**config.mk**
```make
export PLATFORM = sky130hd
export DESIGN_NAME = sram_port_arbiter_flat
export DESIGN_NICKNAME = d
export VERILOG_FILES = /design/src/rtl/sram_port_arbiter_if.sv /design/src/rtl/sram_port_arbiter.sv /design/src/flat_wrapper.sv
export SDC_FILE = /design/constraint.sdc
export NUM_CORES = 1
export LEC_CHECK = 0
export BUFFER_PORTS_ARGS = -buffer_cell sky130_fd_sc_hd__buf_4
export CORE_UTILIZATION = 41
export DETAILED_ROUTE_END_ITERATION = 16
export GPL_ROUTABILITY_DRIVEN = 0
export PLACE_DENSITY_LB_ADDON = 0.3
export SKIP_CTS_REPAIR_TIMING = 1
export SLEW_MARGIN = 25
export SYNTH_ARGS = -nofsm -noshare
export SYNTH_HDL_FRONTEND = slang
export SYNTH_SLANG_ARGS = --single-unit
```
**constraint.sdc**
```tcl
create_clock -name clk -period 1.85 [get_ports clk]
set_input_delay 0.2775 -clock clk [delete_from_list [all_inputs] [get_ports clk]]
set_output_delay 0.2775 -clock clk [all_outputs]
set_load 0.05 [all_outputs]
```
**src/rtl/sram_port_arbiter_if.sv**
```systemverilog
// sram_port_arbiter_if: requester handshakes plus the SRAM command/return
// signals shared between the arbiter (slave) and its environment (master).
// The environment side owns both requesters and the SRAM device itself.
// SRAM_ARB_LOCK_EN adds the lock_u/lock_s packet-lock inputs.
interface sram_port_arbiter_if #(
    parameter int ADDR_W = 12,
    parameter int DATA_W = 8
);
    logic              req_u;
    logic              we_u;
    logic [ADDR_W-1:0] addr_u;
    logic [DATA_W-1:0] wdata_u;
    logic              gnt_u;
    logic              rvalid_u;

    logic              req_s;
    logic              we_s;
    logic [ADDR_W-1:0] addr_s;
    logic [DATA_W-1:0] wdata_s;
    logic              gnt_s;
    logic              rvalid_s;

    logic [DATA_W-1:0] rdata;

    logic [ADDR_W-1:0] sram_addr;
    logic [DATA_W-1:0] sram_i;
    logic              sram_wen;
    logic              sram_ren;
    logic [DATA_W-1:0] sram_o;

`ifdef SRAM_ARB_LOCK_EN
    logic              lock_u;
    logic              lock_s;

    modport master (
        output req_u, we_u, addr_u, wdata_u, lock_u,
        output req_s, we_s, addr_s, wdata_s, lock_s,
        output sram_o,
        input  gnt_u, rvalid_u, gnt_s, rvalid_s, rdata,
        input  sram_addr, sram_i, sram_wen, sram_ren
    );

    modport slave (
        input  req_u, we_u, addr_u, wdata_u, lock_u,
        input  req_s, we_s, addr_s, wdata_s, lock_s,
        input  sram_o,
        output gnt_u, rvalid_u, gnt_s, rvalid_s, rdata,
        output sram_addr, sram_i, sram_wen, sram_ren
    );
`else
    modport master (
        output req_u, we_u, addr_u, wdata_u,
        output req_s, we_s, addr_s, wdata_s,
        output sram_o,
        input  gnt_u, rvalid_u, gnt_s, rvalid_s, rdata,
        input  sram_addr, sram_i, sram_wen, sram_ren
    );

    modport slave (
        input  req_u, we_u, addr_u, wdata_u,
        input  req_s, we_s, addr_s, wdata_s,
        input  sram_o,
        output gnt_u, rvalid_u, gnt_s, rvalid_s, rdata,
        output sram_addr, sram_i, sram_wen, sram_ren
    );
`endif

endinterface

```
**src/rtl/sram_port_arbiter.sv**
```systemverilog
// sram_port_arbiter: shares one packet SRAM between the USB receive FIFO (U)
// and the SD-card transfer engine (S). Round-robin with a bounded burst,
// one access per cycle, registered SRAM command, read data returned to the
// granted requester two cycles after its grant.
// Optional feature macro: SRAM_ARB_LOCK_EN (lock_u/lock_s suspend the burst
// limit for the current owner so a whole packet stays atomic).
module sram_port_arbiter #(
    parameter int ADDR_W    = 12,
    parameter int DATA_W    = 8,
    parameter int MAX_BURST = 4
) (
    input  logic               clk,
    input  logic               rst,
    sram_port_arbiter_if.slave bus
);

    typedef enum logic [1:0] {
        IDLE  = 2'd0,
        OWN_U = 2'd1,
        OWN_S = 2'd2
    } state_t;

    localparam int               CNT_W     = $clog2(MAX_BURST + 1);
    localparam logic [CNT_W-1:0] BURST_MAX = CNT_W'(MAX_BURST);
    localparam logic [CNT_W-1:0] CNT_ONE   = CNT_W'(1);

    state_t            state;
    logic [CNT_W-1:0]  burst_cnt;
    logic              last_owner_s;   // 1 when S was granted most recently

    logic              pick_u;
    logic              pick_s;
    logic              pick_any;
    logic              pick_we;
    logic [ADDR_W-1:0] pick_addr;
    logic [DATA_W-1:0] pick_wdata;
    state_t            pick_state;
    logic              under_limit;
    logic              lock_u;
    logic              lock_s;

    logic [ADDR_W-1:0] addr_q;
    logic [DATA_W-1:0] wdata_q;
    logic              wen_q;
    logic              ren_q;
    logic              rd_to_s_q;      // owner of the read currently on the SRAM
    logic              rvalid_u_q;
    logic              rvalid_s_q;
    logic [DATA_W-1:0] rdata_q;

`ifdef SRAM_ARB_LOCK_EN
    assign lock_u = bus.lock_u;
    assign lock_s = bus.lock_s;
`else
    assign lock_u = 1'b0;
    assign lock_s = 1'b0;
`endif

    assign under_limit = (burst_cnt < BURST_MAX);

    // Grant decision: current owner keeps the port until its burst is used up
    // while the other side waits; from IDLE a tie goes to the other requester.
    always_comb begin
        // NOTE: every output of a combinational block gets a default first, so
        // no path through the case leaves a value unassigned (no latch).
        pick_u = 1'b0;
        pick_s = 1'b0;
        case (state)
            OWN_U: begin
                if (bus.req_u && (!bus.req_s || under_limit || lock_u)) begin
                    pick_u = 1'b1;
                end else if (bus.req_s) begin
                    pick_s = 1'b1;
                end
            end
            OWN_S: begin
                if (bus.req_s && (!bus.req_u || under_limit || lock_s)) begin
                    pick_s = 1'b1;
                end else if (bus.req_u) begin
                    pick_u = 1'b1;
                end
            end
            default: begin
                if (bus.req_u && bus.req_s) begin
                    pick_u = last_owner_s;
                    pick_s = !last_owner_s;
                end else begin
                    pick_u = bus.req_u;
                    pick_s = bus.req_s;
                end
            end
        endcase
    end

    assign pick_any   = pick_u || pick_s;
    assign pick_state = pick_s ? OWN_S : OWN_U;
    assign pick_we    = pick_s ? bus.we_s    : bus.we_u;
    assign pick_addr  = pick_s ? bus.addr_s  : bus.addr_u;
    assign pick_wdata = pick_s ? bus.wdata_s : bus.wdata_u;

    // Grants are combinational but forced low while reset is asserted.
    assign bus.gnt_u = pick_u && !rst;
    assign bus.gnt_s = pick_s && !rst;

    // Arbitration state plus the registered SRAM command for this cycle's grant.
    always_ff @(posedge clk or posedge rst) begin
        if (rst) begin
            state        <= IDLE;
            burst_cnt    <= '0;
            last_owner_s <= 1'b1;
            addr_q       <= '0;
            wdata_q      <= '0;
            wen_q        <= 1'b0;
            ren_q        <= 1'b0;
            rd_to_s_q    <= 1'b0;
        end else begin
            // NOTE: sequential state uses non-blocking assignments so every
            // register here sees the values from before the clock edge.
            if (pick_any) begin
                state        <= pick_state;
                last_owner_s <= pick_s;
                if (state == pick_state) begin
                    burst_cnt <= (burst_cnt == BURST_MAX) ? burst_cnt : burst_cnt + CNT_ONE;
                end else begin
                    burst_cnt <= CNT_ONE;
                end
                addr_q    <= pick_addr;
                wdata_q   <= pick_wdata;
                wen_q     <= pick_we;
                ren_q     <= !pick_we;
                rd_to_s_q <= pick_s;
            end else begin
                state     <= IDLE;
                burst_cnt <= '0;
                wen_q     <= 1'b0;
                ren_q     <= 1'b0;
            end
        end
    end

    // Read return: capture SRAM data during the read strobe cycle and flag it
    // to the requester that issued the read.
    always_ff @(posedge clk or posedge rst) begin
        if (rst) begin
            rvalid_u_q <= 1'b0;
            rvalid_s_q <= 1'b0;
            rdata_q    <= '0;
        end else begin
            rvalid_u_q <= ren_q && !rd_to_s_q;
            rvalid_s_q <= ren_q && rd_to_s_q;
            if (ren_q) begin
                rdata_q <= bus.sram_o;
            end
        end
    end

    assign bus.sram_addr = addr_q;
    assign bus.sram_i    = wdata_q;
    assign bus.sram_wen  = wen_q;
    assign bus.sram_ren  = ren_q;
    assign bus.rvalid_u  = rvalid_u_q;
    assign bus.rvalid_s  = rvalid_s_q;
    assign bus.rdata     = rdata_q;

endmodule
```
**src/flat_wrapper.sv**
```systemverilog
// flat-port wrapper written by rule: the top's interface ports become plain ports
module sram_port_arbiter_flat 
#(
    parameter int ADDR_W    = 12,
    parameter int DATA_W    = 8,
    parameter int MAX_BURST = 4
)
  (clk, rst, bus_req_u, bus_we_u, bus_addr_u, bus_wdata_u, bus_req_s, bus_we_s, bus_addr_s, bus_wdata_s, bus_sram_o, bus_gnt_u, bus_rvalid_u, bus_gnt_s, bus_rvalid_s, bus_rdata, bus_sram_addr, bus_sram_i, bus_sram_wen, bus_sram_ren);
  sram_port_arbiter_if #(.ADDR_W(ADDR_W), .DATA_W(DATA_W)) bus_i ();
  input  logic clk;
  input  logic rst;
  input wire logic [$bits(bus_i.req_u)-1:0] bus_req_u;
  input wire logic [$bits(bus_i.we_u)-1:0] bus_we_u;
  input wire logic [$bits(bus_i.addr_u)-1:0] bus_addr_u;
  input wire logic [$bits(bus_i.wdata_u)-1:0] bus_wdata_u;
  input wire logic [$bits(bus_i.req_s)-1:0] bus_req_s;
  input wire logic [$bits(bus_i.we_s)-1:0] bus_we_s;
  input wire logic [$bits(bus_i.addr_s)-1:0] bus_addr_s;
  input wire logic [$bits(bus_i.wdata_s)-1:0] bus_wdata_s;
  input wire logic [$bits(bus_i.sram_o)-1:0] bus_sram_o;
  output wire logic [$bits(bus_i.gnt_u)-1:0] bus_gnt_u;
  output wire logic [$bits(bus_i.rvalid_u)-1:0] bus_rvalid_u;
  output wire logic [$bits(bus_i.gnt_s)-1:0] bus_gnt_s;
  output wire logic [$bits(bus_i.rvalid_s)-1:0] bus_rvalid_s;
  output wire logic [$bits(bus_i.rdata)-1:0] bus_rdata;
  output wire logic [$bits(bus_i.sram_addr)-1:0] bus_sram_addr;
  output wire logic [$bits(bus_i.sram_i)-1:0] bus_sram_i;
  output wire logic [$bits(bus_i.sram_wen)-1:0] bus_sram_wen;
  output wire logic [$bits(bus_i.sram_ren)-1:0] bus_sram_ren;
  assign bus_i.req_u = bus_req_u;
  assign bus_i.we_u = bus_we_u;
  assign bus_i.addr_u = bus_addr_u;
  assign bus_i.wdata_u = bus_wdata_u;
  assign bus_i.req_s = bus_req_s;
  assign bus_i.we_s = bus_we_s;
  assign bus_i.addr_s = bus_addr_s;
  assign bus_i.wdata_s = bus_wdata_s;
  assign bus_i.sram_o = bus_sram_o;
  assign bus_gnt_u = bus_i.gnt_u;
  assign bus_rvalid_u = bus_i.rvalid_u;
  assign bus_gnt_s = bus_i.gnt_s;
  assign bus_rvalid_s = bus_i.rvalid_s;
  assign bus_rdata = bus_i.rdata;
  assign bus_sram_addr = bus_i.sram_addr;
  assign bus_sram_i = bus_i.sram_i;
  assign bus_sram_wen = bus_i.sram_wen;
  assign bus_sram_ren = bus_i.sram_ren;
  sram_port_arbiter #(.ADDR_W(ADDR_W), .DATA_W(DATA_W), .MAX_BURST(MAX_BURST)) u_core (.clk(clk), .rst(rst), .bus(bus_i));
endmodule
```
* Word-level counts from Yosys, hierarchy flattened
Index checks and enable logic that the tools add are counted.
** Storage, ports and cells
- Input port bits :: 54
- Output and inout bits :: 34
- Register bits :: 39
- Logic and storage cells :: 54
** Operators by class
- Equality and inequality tests :: 5
- $add $sub $neg :: 1
- Reductions and logical operators :: 16
- $lt $le $gt $ge :: 1
- Multiplexer cells :: 20
** Operators by type and width (number)
- $mux W12 :: 1
- $mux W1 :: 11
- $mux W3 :: 3
- $mux W8 :: 1
- $logic_and A1 B1 Y1 :: 7
- $logic_not A1 Y1 :: 6
- $mux W2 :: 2
- $pmux W1 S2 :: 2
- $add A3 B1 Y3 const B :: 1
- $eq A3 B3 Y1 const B :: 1
- $logic_or A1 B1 Y1 :: 3
- $lt A3 B3 Y1 const B :: 1
- $ne A3 B3 Y1 const B :: 1
- $eq A2 B1 Y1 const B :: 1
- $eq A2 B2 Y1 :: 1
- $eq A2 B2 Y1 const B :: 1

* Depth between registers and ports, before layout
- Word-level depth :: 9
- Depth in mapped cells :: 9
- Mapped depth without buffers :: 8

* Worst setup path before layout
Ideal clock, no wire load.
- Path kind :: register to output
- Start point :: reg u_core.state[0]
- End point :: out bus_gnt_u
- Slack :: -496 ps
- Cell stages (with the launch flop) :: 9
- Buffers on the path :: 2
- Data arrival time :: 2069 ps
- Cell sequence :: dfrtp_1 > inv_1 > ha_1 > or2_1 > o211ai_2 > or2_1 > buf_4 > buf_8 > nor2_1
** On the way
- Cells in the longest elaborated chain, start to end :: 3
- Elaborated cells between the ends (all ways) :: 4
- Classes of those cells :: 2 x eq/ne; 1 x mux; 1 x reduce/logical
** RTL lines
- start, declared :: RTL line sram_port_arbiter.sv:27 : state_t state;
- start signal, assigned :: RTL line sram_port_arbiter.sv:120 : state <= pick_state;
- $eq A2 B2 Y1 or $eq A2 B1 Y1 (tied branches) :: RTL line sram_port_arbiter.sv:68 : case (state)
- $pmux W1 S2 (*) :: RTL line sram_port_arbiter.sv:68
- $logic_and A1 B1 Y1 (*) :: RTL line sram_port_arbiter.sv:102 : assign bus.gnt_u = pick_u && !rst;
- end, declared :: RTL line flat_wrapper.sv:21 : output wire logic [$bits(bus_i.gnt_u)-1:0] bus_gnt_u;
Mark *: on every way between the ends. The rest lies on a longest branch, timed or not.

* Worst setup path in the final report
- Start point :: reg u_core.state[0]
- End point :: out bus_gnt_s
** On the way
- Cells in the longest elaborated chain, start to end :: 3
- Elaborated cells between the ends (all ways) :: 4
- Classes of those cells :: 2 x eq/ne; 1 x mux; 1 x reduce/logical
** RTL lines
- $eq A2 B2 Y1 or $eq A2 B1 Y1 (tied branches) :: RTL line sram_port_arbiter.sv:68
- $pmux W1 S2 (*) :: RTL line sram_port_arbiter.sv:68
- $logic_and A1 B1 Y1 (*) :: RTL line sram_port_arbiter.sv:103 : assign bus.gnt_s = pick_s && !rst;
- end, declared :: RTL line flat_wrapper.sv:23 : output wire logic [$bits(bus_i.gnt_s)-1:0] bus_gnt_s;
Marks and branches as above.

==> results.yml <==
critical_path:
  ff2ff_setup_slack_ps: -290
  setup.worst_path.start: "u_core.state[0]"
  crit_family: "buffers and inverters"
  crit_chain: "inv_2 -> ha_4 -> buf_6 -> or2_4 -> o211ai_1 -> buf_4 -> nor2_4 -> buf_8"
  startpoint_type: "register"
  crit_path_end_kind: "primary output"
  reg2reg_to: "u_core.bus.sram_i[7]"
  max_stage_delay_ps: 420
  path_max_fanout: 4
  path_class: "reg2out"
  critPathArrivalTime_ps: 1970
  reg2reg_from: "u_core.state[0]"
  path_buf_inv: 4
  critical_path_required_ps: 1570
  r2r_cells: 10
  slowest_stage: "dfrtp_1"
timing:
  maxSlewHeadroom_pct: 67.8
  min_period_ps: 2250
  timing.fmax_ghz: 0.444
  min_period_over_period_pct: 122
  fin_worst_skew_ps: 4.20
  setup_viol: 29
  tightest_slew_ps: 483
  finalMaxSlewViolations: 0
  hold_ws_ps: 149
  hold_viol_final: 0
  grt_setup_unrepaired: "true"
  final.setup.tns_ps: -5730
  setup_ws_ps: -401
grt:
  overflow: 0
  grt_max_degree: 40
  grtUsageTotal_pct: 19.6
  grt_pass1_vias: 1603
  grt_pass1_wl_mm: 6.76
  antenna_found_initial: 0
clock_network:
  path_clk_slew_ps: 70
  clock_sinks: 39
  cts-htree-levels: 2
  clkLatencyLatePin_ps: 280
  cts_buffers: 5
  cts_root_buffer: "clkbuf_8"
  clockBufferDepth: 2
  cts_tree: "yes"
synthesis:
  synth_seq_cells: 39
  avgSynthCellArea_um2: 9.62
  yosys_warnings: 0
  syn_inst: 185
  syn-num-nets: 243
  syn_area_um2: 1780
  synth.distinct_cells: 32
  yosysSeqAreaShare_pct: 54.9
placed_design:
  hpwl_mm: 3.31
  dpl_cell_area_um2: 2620
  portBuffers: 87
finish:
  layout_commonest_cell: "buf_4"
  fin_nets: 349
  stdcell_area_um2: 2900
  antenna_cells_inserted: 0
  n_fill_cell: 304
  drive_gt1_share_pct: 55.3
  layout_common_cells: "99 x buf_4, 37 x dfrtp_1, 33 x nand2_1, 21 x nor2_1, 21 x a31oi_1"
  area_growth_syn_to_layout_pct: 63.0
floorplan:
  io_pins: 88
  dieHeight_um: 67.9
  initial_core_util_pct: 43.6
  rows: 23
  die_w_um: 67.9
  fp.coreArea_um2: 4090
  die_area_um2: 4610
drt:
  finalWirelength_mm: 4.95
  antenna_left: 0
  drcViolationCount: 0
  vias_per_cell: 5.09
  wl_per_cell_um: 14.5
  drtIter0Drc: 113
  first_pass_iters: 4
  dr_total_vias: 1735
power_and_ir_drop:
  p_per_area_nw_per_um2: 2260
  p_leak_nw: 1.41
  irDropWorstVdd_mv: 1.14
outcome:
  status: "finished, violations left"
  violations: "negative setup slack"
min_path:
  hp-class: "in2async"
flow_run:
  maxCapViolations: 0
through the flow:
| step | worst slack (ps) | power (mW) | util, % | std cells |
|---|---|---|---|---|
| after global routing | -476 | 6.96 | 71.0 | 341 |
| after global placement | -162 | 5.35 | 64.0 | 325 |
| after detailed placement | -290 | 5.46 | 64.0 | 325 |
| after CTS | -524 | 6.03 | 66.1 | 332 |
| after floorplan | -109 | 4.27 | - | 185 |
| final | -401 | 6.57 | 71.0 | 341 |
worst max path at each step:
stage / to / slack (ps) / cells after the start
6_report: bus_gnt_s / -400 / 8
2_1_floorplan: bus_gnt_u / -110 / 8
3_3_place_gp: u_core.bus.sram_addr[0] / -160 / 8
4_1_cts: bus_gnt_u / -520 / 7
5_1_grt: bus_gnt_s / -480 / 9
3_5_place_dp: u_core.bus.sram_addr[11] / -290 / 8
cells by family (layout without fill, tap and decap cells):
logic type / after synthesis / in the layout / share of synthesized area, %
simple gates: 81 / 81 / 18.8
buf+inv: 19 / 125 / 5.62
flops: 39 / 39 / 54.9
compound gates: 32 / 32 / 11.8
mux: 9 / 9 / 5.62
xor+xnor: 1 / 1 / 0.492
fa+ha+maj: 4 / 4 / 2.81
worst reg2reg max path: stages (launching register included):
cell,delay [ps]
dfrtp_1,420
inv_2,100
ha_4,200
buf_6,120
or2_4,250
o211ai_1,240
buf_4,180
buf_4,160
clkbuf_16,160
nor2_1,60
a31oi_1,170
layer usage:
metal  wire (um)  vias to the layer above  part of all wire [%]  global-route usage [%]
met5           0                        -                     0                       0
met4          41                        0                  0.83                    7.55
met3         371                        6                   7.5                    6.00
met2        2540                       78                    51                    33.7
met1        1990                      825                    40                    22.6
li1            -                      826                     -                       -
synth_stat cells, drive strengths merged:
master	n	area share [%]
or4b	1	0.56
o22ai	1	0.35
nand2	48	10
clkbuf	5	1.1
nand3	1	0.28
a22o	1	0.49
o21ai	2	0.56
o211ai	2	1.1
nor4bb	1	0.56
or2	2	0.70
a21oi	2	0.56
nor2	24	5.1
mux2i	1	0.56
buf	6	2.9
a31oi	21	7.4
a2bb2oi	1	0.49
or3	1	0.35
nand3b	1	0.42
a21boi	2	0.84
mux2	8	5.1
ha	4	2.8
xnor2	1	0.49
nor2b	1	0.35
and2	1	0.35
dfstp	1	1.5
inv	8	1.7
dfrtp	38	53
layout make-up:
cell class	instances	area [um^2]	share of cell area, %
clock buffers	6	82.6	2.84
clock inverters	1	5.00	0.172
inverters	8	30.0	1.03
multi-input cells	127	828	28.5
flip-flops and latches	39	978	33.7
well taps	50	62.6	2.16
repair buffers	110	916	31.6
report_power, final:
part	total [mW]	switching [mW]	internal [mW]	leakage, nW
logic	4.43	2.66	1.77	0.906
registers	1.58	0.288	1.30	0.462
clock network	0.556	0.264	0.292	0.0470
total	6.57	3.21	3.36	1.41
flip-flops by register name, indices dropped and copies added (netlist names):
register / cells
u_core.bus.sram_addr: 12
u_core.bus.rdata: 8
u_core.bus.sram_i: 8
u_core.burst_cnt: 3
u_core.state: 2
u_core.bus.rvalid_s: 1
u_core.bus.rvalid_u: 1
u_core.bus.sram_ren: 1
u_core.bus.sram_wen: 1
u_core.last_owner_s: 1
u_core.rd_to_s_q: 1
Power figures use the tool's default switching activity.
